**config.mk**
```make
export PLATFORM = sky130hd
export DESIGN_NAME = inst_fetch_unit
export DESIGN_NICKNAME = d
export VERILOG_FILES = /design/src/rtl/inst_fetch_unit.sv
export SDC_FILE = /design/constraint.sdc
export NUM_CORES = 1
export LEC_CHECK = 0
export BUFFER_PORTS_ARGS = -buffer_cell sky130_fd_sc_hd__clkbuf_2
export CAP_MARGIN = 20
export CORE_MARGIN = 2
export CORE_UTILIZATION = 49
export DETAILED_ROUTE_END_ITERATION = 7
export PLACE_DENSITY_LB_ADDON = 0.2
export SYNTH_ARGS = -nofsm -noshare
export SYNTH_HDL_FRONTEND = slang
export SYNTH_SLANG_ARGS = --single-unit
```
**constraint.sdc**
```tcl
create_clock -name clk -period 6.4 [get_ports clk]
set_clock_uncertainty 0.05 [all_clocks]
set_input_delay 1.6 -clock clk [delete_from_list [all_inputs] [get_ports clk]]
set_output_delay 1.6 -clock clk [all_outputs]
set_load 0.01 [all_outputs]
```
**src/rtl/inst_fetch_unit.sv**
```systemverilog
// Instruction-fetch unit: owns the PC, drives a zero-latency ROM, buffers {pc,inst} in a small FIFO
// and hands them to IF/ID over valid/ready. Optional range check enabled by FETCH_BOUND_CHECK_EN.
module inst_fetch_unit #(
  parameter logic [31:0] RESET_PC  = 32'h0000_0000,
  parameter int          FB_DEPTH  = 2,
  parameter int          ROM_WORDS = 128
) (
  input  logic        clk,
  input  logic        rst,
  input  logic        branch_flag_i,
  input  logic [31:0] branch_target_address_i,
  input  logic        id_ready_i,
  input  logic [31:0] rom_inst_i,
  output logic        rom_ce_o,
  output logic [31:0] rom_addr_o,
  output logic        if_valid_o,
  output logic [31:0] if_pc_o,
  output logic [31:0] if_inst_o,
  output logic        fetch_err_o
);

  localparam int PTR_W = $clog2(FB_DEPTH);
  localparam int CNT_W = PTR_W + 1;

  if ((RESET_PC[1:0] != 2'b00) || (FB_DEPTH < 2) ||
      ((FB_DEPTH & (FB_DEPTH - 1)) != 0) || (ROM_WORDS < 1)) begin : g_bad_param
    $error("inst_fetch_unit: illegal parameter value");
  end

  logic [31:0]      pc;
  logic [PTR_W-1:0] rd_ptr, wr_ptr;
  logic [CNT_W-1:0] count;
  logic [31:0]      fb_pc   [FB_DEPTH];
  logic [31:0]      fb_inst [FB_DEPTH];
  logic [31:0]      hold_pc, hold_inst;
  logic             redirect, has_space, in_range, push, pop;

  assign rom_addr_o = pc;
  assign if_valid_o = (count != '0);

  // A redirect discards the buffer, so a simultaneous handshake is not a real pop.
  assign redirect  = rom_ce_o & branch_flag_i;
  assign pop       = if_valid_o & id_ready_i & ~redirect;
  assign has_space = (count < CNT_W'(FB_DEPTH)) | (if_valid_o & id_ready_i);
  assign push      = rom_ce_o & ~branch_flag_i & has_space & in_range;

`ifdef FETCH_BOUND_CHECK_EN
  localparam logic [29:0] ROM_LIMIT = 30'(ROM_WORDS);
  logic fetch_err;

  assign in_range    = (pc[31:2] < ROM_LIMIT);
  assign fetch_err_o = fetch_err;

  always_ff @(posedge clk or negedge rst) begin
    if (!rst) begin
      fetch_err <= 1'b0;
    end else if (rom_ce_o && !branch_flag_i && has_space && !in_range) begin
      fetch_err <= 1'b1;
    end
  end
`else
  assign in_range    = 1'b1;
  assign fetch_err_o = 1'b0;
`endif

  // NOTE: state registers use non-blocking assignments so every flop samples pre-edge values.
  always_ff @(posedge clk or negedge rst) begin
    if (!rst) begin
      rom_ce_o <= 1'b0;
      pc       <= RESET_PC;
      rd_ptr   <= '0;
      wr_ptr   <= '0;
      count    <= '0;
    end else begin
      rom_ce_o <= 1'b1;
      if (redirect) begin
        pc     <= branch_target_address_i & ~32'h3;
        rd_ptr <= '0;
        wr_ptr <= '0;
        count  <= '0;
      end else begin
        if (push) begin
          pc     <= pc + 32'd4;
          wr_ptr <= wr_ptr + PTR_W'(1);
        end
        if (pop) rd_ptr <= rd_ptr + PTR_W'(1);
        case ({push, pop})
          2'b10:   count <= count + CNT_W'(1);
          2'b01:   count <= count - CNT_W'(1);
          default: count <= count;
        endcase
      end
    end
  end

  // NOTE: buffer storage has no reset; entries are only observed once count marks them valid.
  always_ff @(posedge clk) begin
    if (push) begin
      fb_pc[wr_ptr]   <= pc;
      fb_inst[wr_ptr] <= rom_inst_i;
    end
  end

  // Remember the last presented head so the outputs hold steady while the buffer is empty.
  always_ff @(posedge clk or negedge rst) begin
    if (!rst) begin
      hold_pc   <= '0;
      hold_inst <= '0;
    end else if (if_valid_o) begin
      hold_pc   <= fb_pc[rd_ptr];
      hold_inst <= fb_inst[rd_ptr];
    end
  end

  assign if_pc_o   = if_valid_o ? fb_pc[rd_ptr]   : hold_pc;
  assign if_inst_o = if_valid_o ? fb_inst[rd_ptr] : hold_inst;

endmodule
```
After elaboration in Yosys (flattened, before gate mapping)

Memory sizes are Yosys's and may differ from the RTL's.
Cells that the tools add are included.
Widths: inputs -> output; s select.

Flip-flop bits (word level): 101
RAM bits: 128
Input port bits: 68
Output and inout port bits: 99
Memories kept: 2

Memory list:

| name    | depth | width | rd ports | clocked after Yosys merged registers in | wr ports | RTL line | source |
|---|---|---|---|---|---|---|---|
| fb_inst | 2     | 32    | 1        | 0                                       | 1        | 34       | `logic [31:0] fb_inst [FB_DEPTH];` |
| fb_pc   | 2     | 32    | 1        | 0                                       | 1        | 33       | `logic [31:0] fb_pc [FB_DEPTH];` |

Muxes and demuxes: 12
Order comparisons: 1
$add $sub $neg: 5
Eq/ne operators: 2
Reduce and logical (&&, ||, !) cells: 4
Bitwise gates (word level): 8

Operators with widths:

| operator              | number |
|---|---|
| $mux 32               | 4 |
| $add 32x3->32 const B | 1 |
| $mux 1                | 6 |
| $reduce_bool 2->1     | 3 |
| $and 1x1->1           | 5 |
| $pmux 2 s2            | 1 |
| $reduce_bool 3->1     | 1 |
| $add 1x1->1 const B   | 2 |
| $add 2x1->2 const B   | 1 |
| $eq 2x1->1 const B    | 1 |
| $eq 2x2->1 const B    | 1 |
| $lt 2x2->1 const B    | 1 |
| $mux 2                | 1 |
| $not 1->1             | 2 |
| $sub 2x1->2 const B   | 1 |
| $or 1x1->1            | 1 |

Logic depth before layout (Yosys ltp)

Word-level depth: 7
Gate-level depth with buffers: 7
Gate-level depth less buffers: 6

Worst setup path before layout

OpenSTA, ideal clock, no wires.

Path type: input -> register
Start point: input id_ready_i
End point: memory fb_inst[1][0], enable pin
Setup slack: -626 ps
Required time: 5,779 ps
Library setup time: 571 ps
Data arrival time: 6,405 ps
Stages on the path: 3
Path through: nand2b_1 -> nand2_1 -> nor3b_1

Word-level cells in the longest chain between the ends: 5

RTL lines:

| element                      | RTL line | source |
|---|---|---|
| start: declaration           | 12       | `input logic id_ready_i,` |
| $and 1x1->1                  | 44       | `assign has_space = (count < CNT_W'(FB_DEPTH)) \| (if_valid_o & id_ready_i);` |
| $or 1x1->1                   | 44       |  |
| $and 1x1->1                  | 45       | `assign push = rom_ce_o & ~branch_flag_i & has_space & in_range;` |
| $mux 1                       | 98       | `if (push) begin` |
| $mux 1 (implied by the code) | 100      | `fb_inst[wr_ptr] <= rom_inst_i;` |
| end: declaration             | 34       |  |

No other way between the ends.

Worst setup path in the final report

Start point: register count[1]
End point: output if_inst_o[11]

Word-level cells in the longest chain between the ends: 2

RTL lines:

| element                  | RTL line | source |
|---|---|---|
| start: declaration       | 32       | `logic [CNT_W-1:0] count;` |
| start signal: assignment | 88       | `2'b10: count <= count + CNT_W'(1);` |
| start signal: assignment | 89       | `2'b01: count <= count - CNT_W'(1);` |
| start signal: assignment | 90       | `default: count <= count;` |
| $reduce_bool 2->1        | 39       | `assign if_valid_o = (count != '0);` |
| $mux 32                  | -        |  |
| end: declaration         | 18       | `output logic [31:0] if_inst_o,` |

No other way between the ends.

==> impl.org <==
** Status
- The run finished with clean final reports.

** Place
- Placed wire-length estimate :: 11.49 mm
- The congestion estimate from routability-driven global placement came to 0.8853.
- Count of buffers inserted at the top-level ports :: 161

** Logic synthesis
- Share of synthesized area occupied by flip-flops and latches :: 72.30%
- The top cell type by area accounts for 43.41% of the synthesized area.
- Synthesis produced 625 cells.
- In this run the mean area of a mapped cell was 13.72 µm².
- For this run, the number of Yosys warnings is 0.
- Summing every instance area after synthesis gives 0.008577 mm².
- The largest total area in the synthesized netlist belongs to sky130_fd_sc_hd__edfxtp_1.
- Cell variety after synth :: 34
- Biggest area contributors in the synthesized netlist :: sky130_fd_sc_hd__edfxtp_1, sky130_fd_sc_hd__dfrtp_1, sky130_fd_sc_hd__mux2i_1, sky130_fd_sc_hd__o21ai_0, sky130_fd_sc_hd__nand2_1
- After synthesis the netlist holds a flip-flop and latch count of 223.

** Floorplan
- 167 I/O pins were placed.
- Starting utilization of the core area :: 49.93%
- After floorplanning, the core was divided into 48 placement rows.
- The die is 136.3 µm tall.
- The total area inside the core boundary comes to 0.01718 mm².
- Measured along the x axis, the die boundary spans 136.3 µm.
- Area enclosed by the die boundary :: 0.01858 mm²

** STA
- The worst pin sits at a relative slew slack of 31.45%.
- Setup violations remaining at the end of the flow were counted as 0.
- The final-report max-slew violation count came to 0.
- Final-layout setup total negative slack :: 0 ns
- Number of hold violations in the final report :: 0
- The clock period could shrink to 4.366 ns.
- Setup repair after global routing left no endpoint under its margin.
- The final critical path takes up 68.21% of the cycle.
- Slew @ Worst Pin :: 1.028 ns
- Peak Freq :: 0.2291 GHz

** Global routing
- The first global-routing pass estimated 28.32 mm of wire.
- The number of global-route vias before repair came to 5495.
- Initial antenna violation count :: 0
- Entering global routing, the biggest net connects 115 pins.
- Total routing usage reported by global routing :: 19.56%
- Global routing finished with a remaining overflow of 0.

** CTS
- The cell sitting at the root of the clock tree is a sky130_fd_sc_hd__clkbuf_16.
- Number of buffers inserted for hold repair after clock tree synthesis :: 0
- TritonCTS built the clock tree.
- Number of buffers created by CTS :: 23
- In this run the number of H-tree levels came out at 1.
- PostCTS Resize Cnt :: 0
- Count of buffers added by post-CTS timing repair for setup :: 0
- Clock latency on the worst-skew pair, taken at its later pin, is 0.50 ns.
- CTS Sinks :: 223
- After clock tree synthesis, the clock-pin slew on the worst setup and hold paths is 0.06 ns.
- The longest clock path from root to sink contains 3 buffers.

** Setup path
- Critical path data required time :: 4.75 ns
- Element type at the critical path end :: output pin
- FF-to-FF path depth :: 3
- The worst setup path is of the flip-flop to output pin kind.
- Critical path peak fanout :: 114
- Slowest stage cell, crit path :: sky130_fd_sc_hd__buf_4
- Critical register-to-register path endpoint :: hold_inst[11]
- Critical Path Source Type :: flip-flop
- The worst register-to-register path begins at count[1].
- At the worst endpoint, the arrival time is 2.72 ns.
- For this run, the slowest stage of the critical path takes 0.84 ns.
- Traced cell by cell, the critical path runs through nor2_4, buf_4, o21ai_0, clkbuf_2.
- Register-to-register setup slack :: 4.13 ns

** Detailed routing
- Post-route DRC :: 0
- Vias/cell :: 5.338
- Number of violations reported at the end of detailed-routing iteration 0 :: 330
- Before antenna repair, the detailed router went through 5 iterations.
- Overall via count from detail_route :: 5477
- Routed wirelength normalized by instance count :: 17.44 µm
- The routed design has 17.90 mm of wire.
- Once detail routing completed, the nets flagged for antenna violations numbered 0.

** Min path
- Number of cells traversed by the worst hold path :: 1
- The startpoint identified for the worst hold timing path is hold_pc[1].
- Hold worst-path end :: hold_pc[1]
- Type of the worst min-delay path :: flip-flop to flip-flop

** Power and ir drop
- Fraction of power consumed by combinational cells :: 19.7%
- Net switching is 28.23% of the power.
- Across the VDD grid, the largest voltage drop is 0.2162 mV.
- Overall power consumption after layout is estimated at 4052 µW.
- Cell area power density :: 389.3 mW/mm²
- Sequential cells burn 47.7% of the power.
- Static power due to leakage :: 0.004251 µW
- The internal portion of the total power is 2908 µW.
- Switching power :: 1144 µW
- Per report_power, the clock group accounts for 32.7% of the total.

** Cells and area
- Number of antenna cells inserted :: 0
- Number of filler cells placed in the layout :: 1402
- Leaving out fill and tap cells, the most frequent cell in the layout is sky130_fd_sc_hd__clkbuf_2.
- The top cell types in the final layout, fill and taps aside, are sky130_fd_sc_hd__clkbuf_2, sky130_fd_sc_hd__edfxtp_1, sky130_fd_sc_hd__nand2_1, sky130_fd_sc_hd__dfrtp_1, sky130_fd_sc_hd__o21ai_0.
- End-of-flow core utilization :: 60.58%
- Fraction of layout instances using a drive strength above 1 :: 26.09%
- Final net count :: 854
- The area growth from synthesis to layout is 21.33%.

** Flow run
- Number of max-capacitance violations reported :: 0
[through the flow]
step / area, µm² / hold WS, ns / cells / worst slack [ns]
2_1_floorplan: 8594 / 0.4658 / 627 / 1.546
3_3_place_gp: 9608 / 0.4150 / 983 / 2.613
3_5_place_dp: 9635 / 0.4163 / 984 / 2.545
4_1_cts: 10390 / 0.4291 / 1025 / 2.009
5_1_grt: 10410 / 0.4510 / 1026 / 1.773
6_report: 10410 / 0.4235 / 1026 / 2.034
[power groups by stage]
stage | logic [µW] | registers [µW] | clock network (µW)
2_1_floorplan | 486 | 1910 | 0
3_3_place_gp | 728 | 1990 | 0
3_5_place_dp | 807 | 1960 | 0
4_1_cts | 811 | 1930 | 1360
5_1_grt | 889 | 1960 | 1420
6_report | 797 | 1930 | 1320
[how the worst max path moves through the flow]
| stage | startpoint | endpoint | slack, ns | cells past startpoint |
|---|---|---|---|---|
| floorplan | id_ready_i | fb_inst[1][0] | 1.55 | 3 |
| CTS | count[0] | if_inst_o[11] | 2.01 | 4 |
| detailed placement | count[1] | if_inst_o[11] | 2.55 | 4 |
| global route | count[0] | if_pc_o[15] | 1.77 | 4 |
| global placement | count[1] | if_inst_o[13] | 2.61 | 4 |
| finish | count[1] | if_inst_o[11] | 2.03 | 4 |
[cell families after synthesis]
family                     after synthesis  synth area share, %
muxes                                   63                7.352
DFF                                    223                72.30
AOI/OAI and AO/OA                       98                5.879
adders and majority gates                1               0.1459
xor gates and xnor gates                28                2.859
buffers and inverters                   38                1.882
and+or+nand+nor                        172                9.497
other                                    2              0.08756
[synthesized netlist by cell type, drive strengths merged]
cell type  count
nor2b          2
o32ai          1
edfxtp       124
nand2         99
a21oi          5
a221o          1
o2bb2ai        1
and2           5
and4           4
inv            3
or4            4
dfrtp         99
and3          10
o21ai         89
conb           2
nand3         19
xnor2          9
mux2i         63
ha             1
clkbuf        26
nor2           8
nor3b          1
nand2b         1
nand4         12
nand4b         1
a31oi          1
xor2          19
nor3           4
buf            9
nor4           2
[layout make-up]
class,instances,area (µm²),share of cell area [%]
Sequential cell,223,6205,59.63
Multi-Input combinational cell,366,2252,21.64
Timing Repair Buffer,168,900.9,8.657
Clock buffer,31,625.6,6.012
Tap cell,225,281.5,2.705
Clock inverter,10,130.1,1.250
Inverter,3,11.26,0.1082
[flip-flops by register name, summed over array words and instances, names as in the netlist]
register,flops
rom_addr_o,30
rom_ce_o,1
count,2
fb_pc,60
fb_inst,64
wr_ptr,1
hold_inst,32
rd_ptr,1
hold_pc,32
[critical path: cells and delay by family (launching register included)]
kind	cells	cell delay [ns]
compound gates	1	0.35
buf+inv	2	1.05
flops	1	0.45
simple gates	1	0.32
[per-layer routing]
metal | up-vias | global-route usage, % | wire length [µm]
li1 | 2582 | - | -
met3 | 38 | 3.915 | 1380
met5 | - | 0 | 0
met2 | 221 | 31.74 | 8464
met4 | 0 | 6.250 | 484
met1 | 2636 | 26.69 | 7567
(Power assumes the default switching activity.)
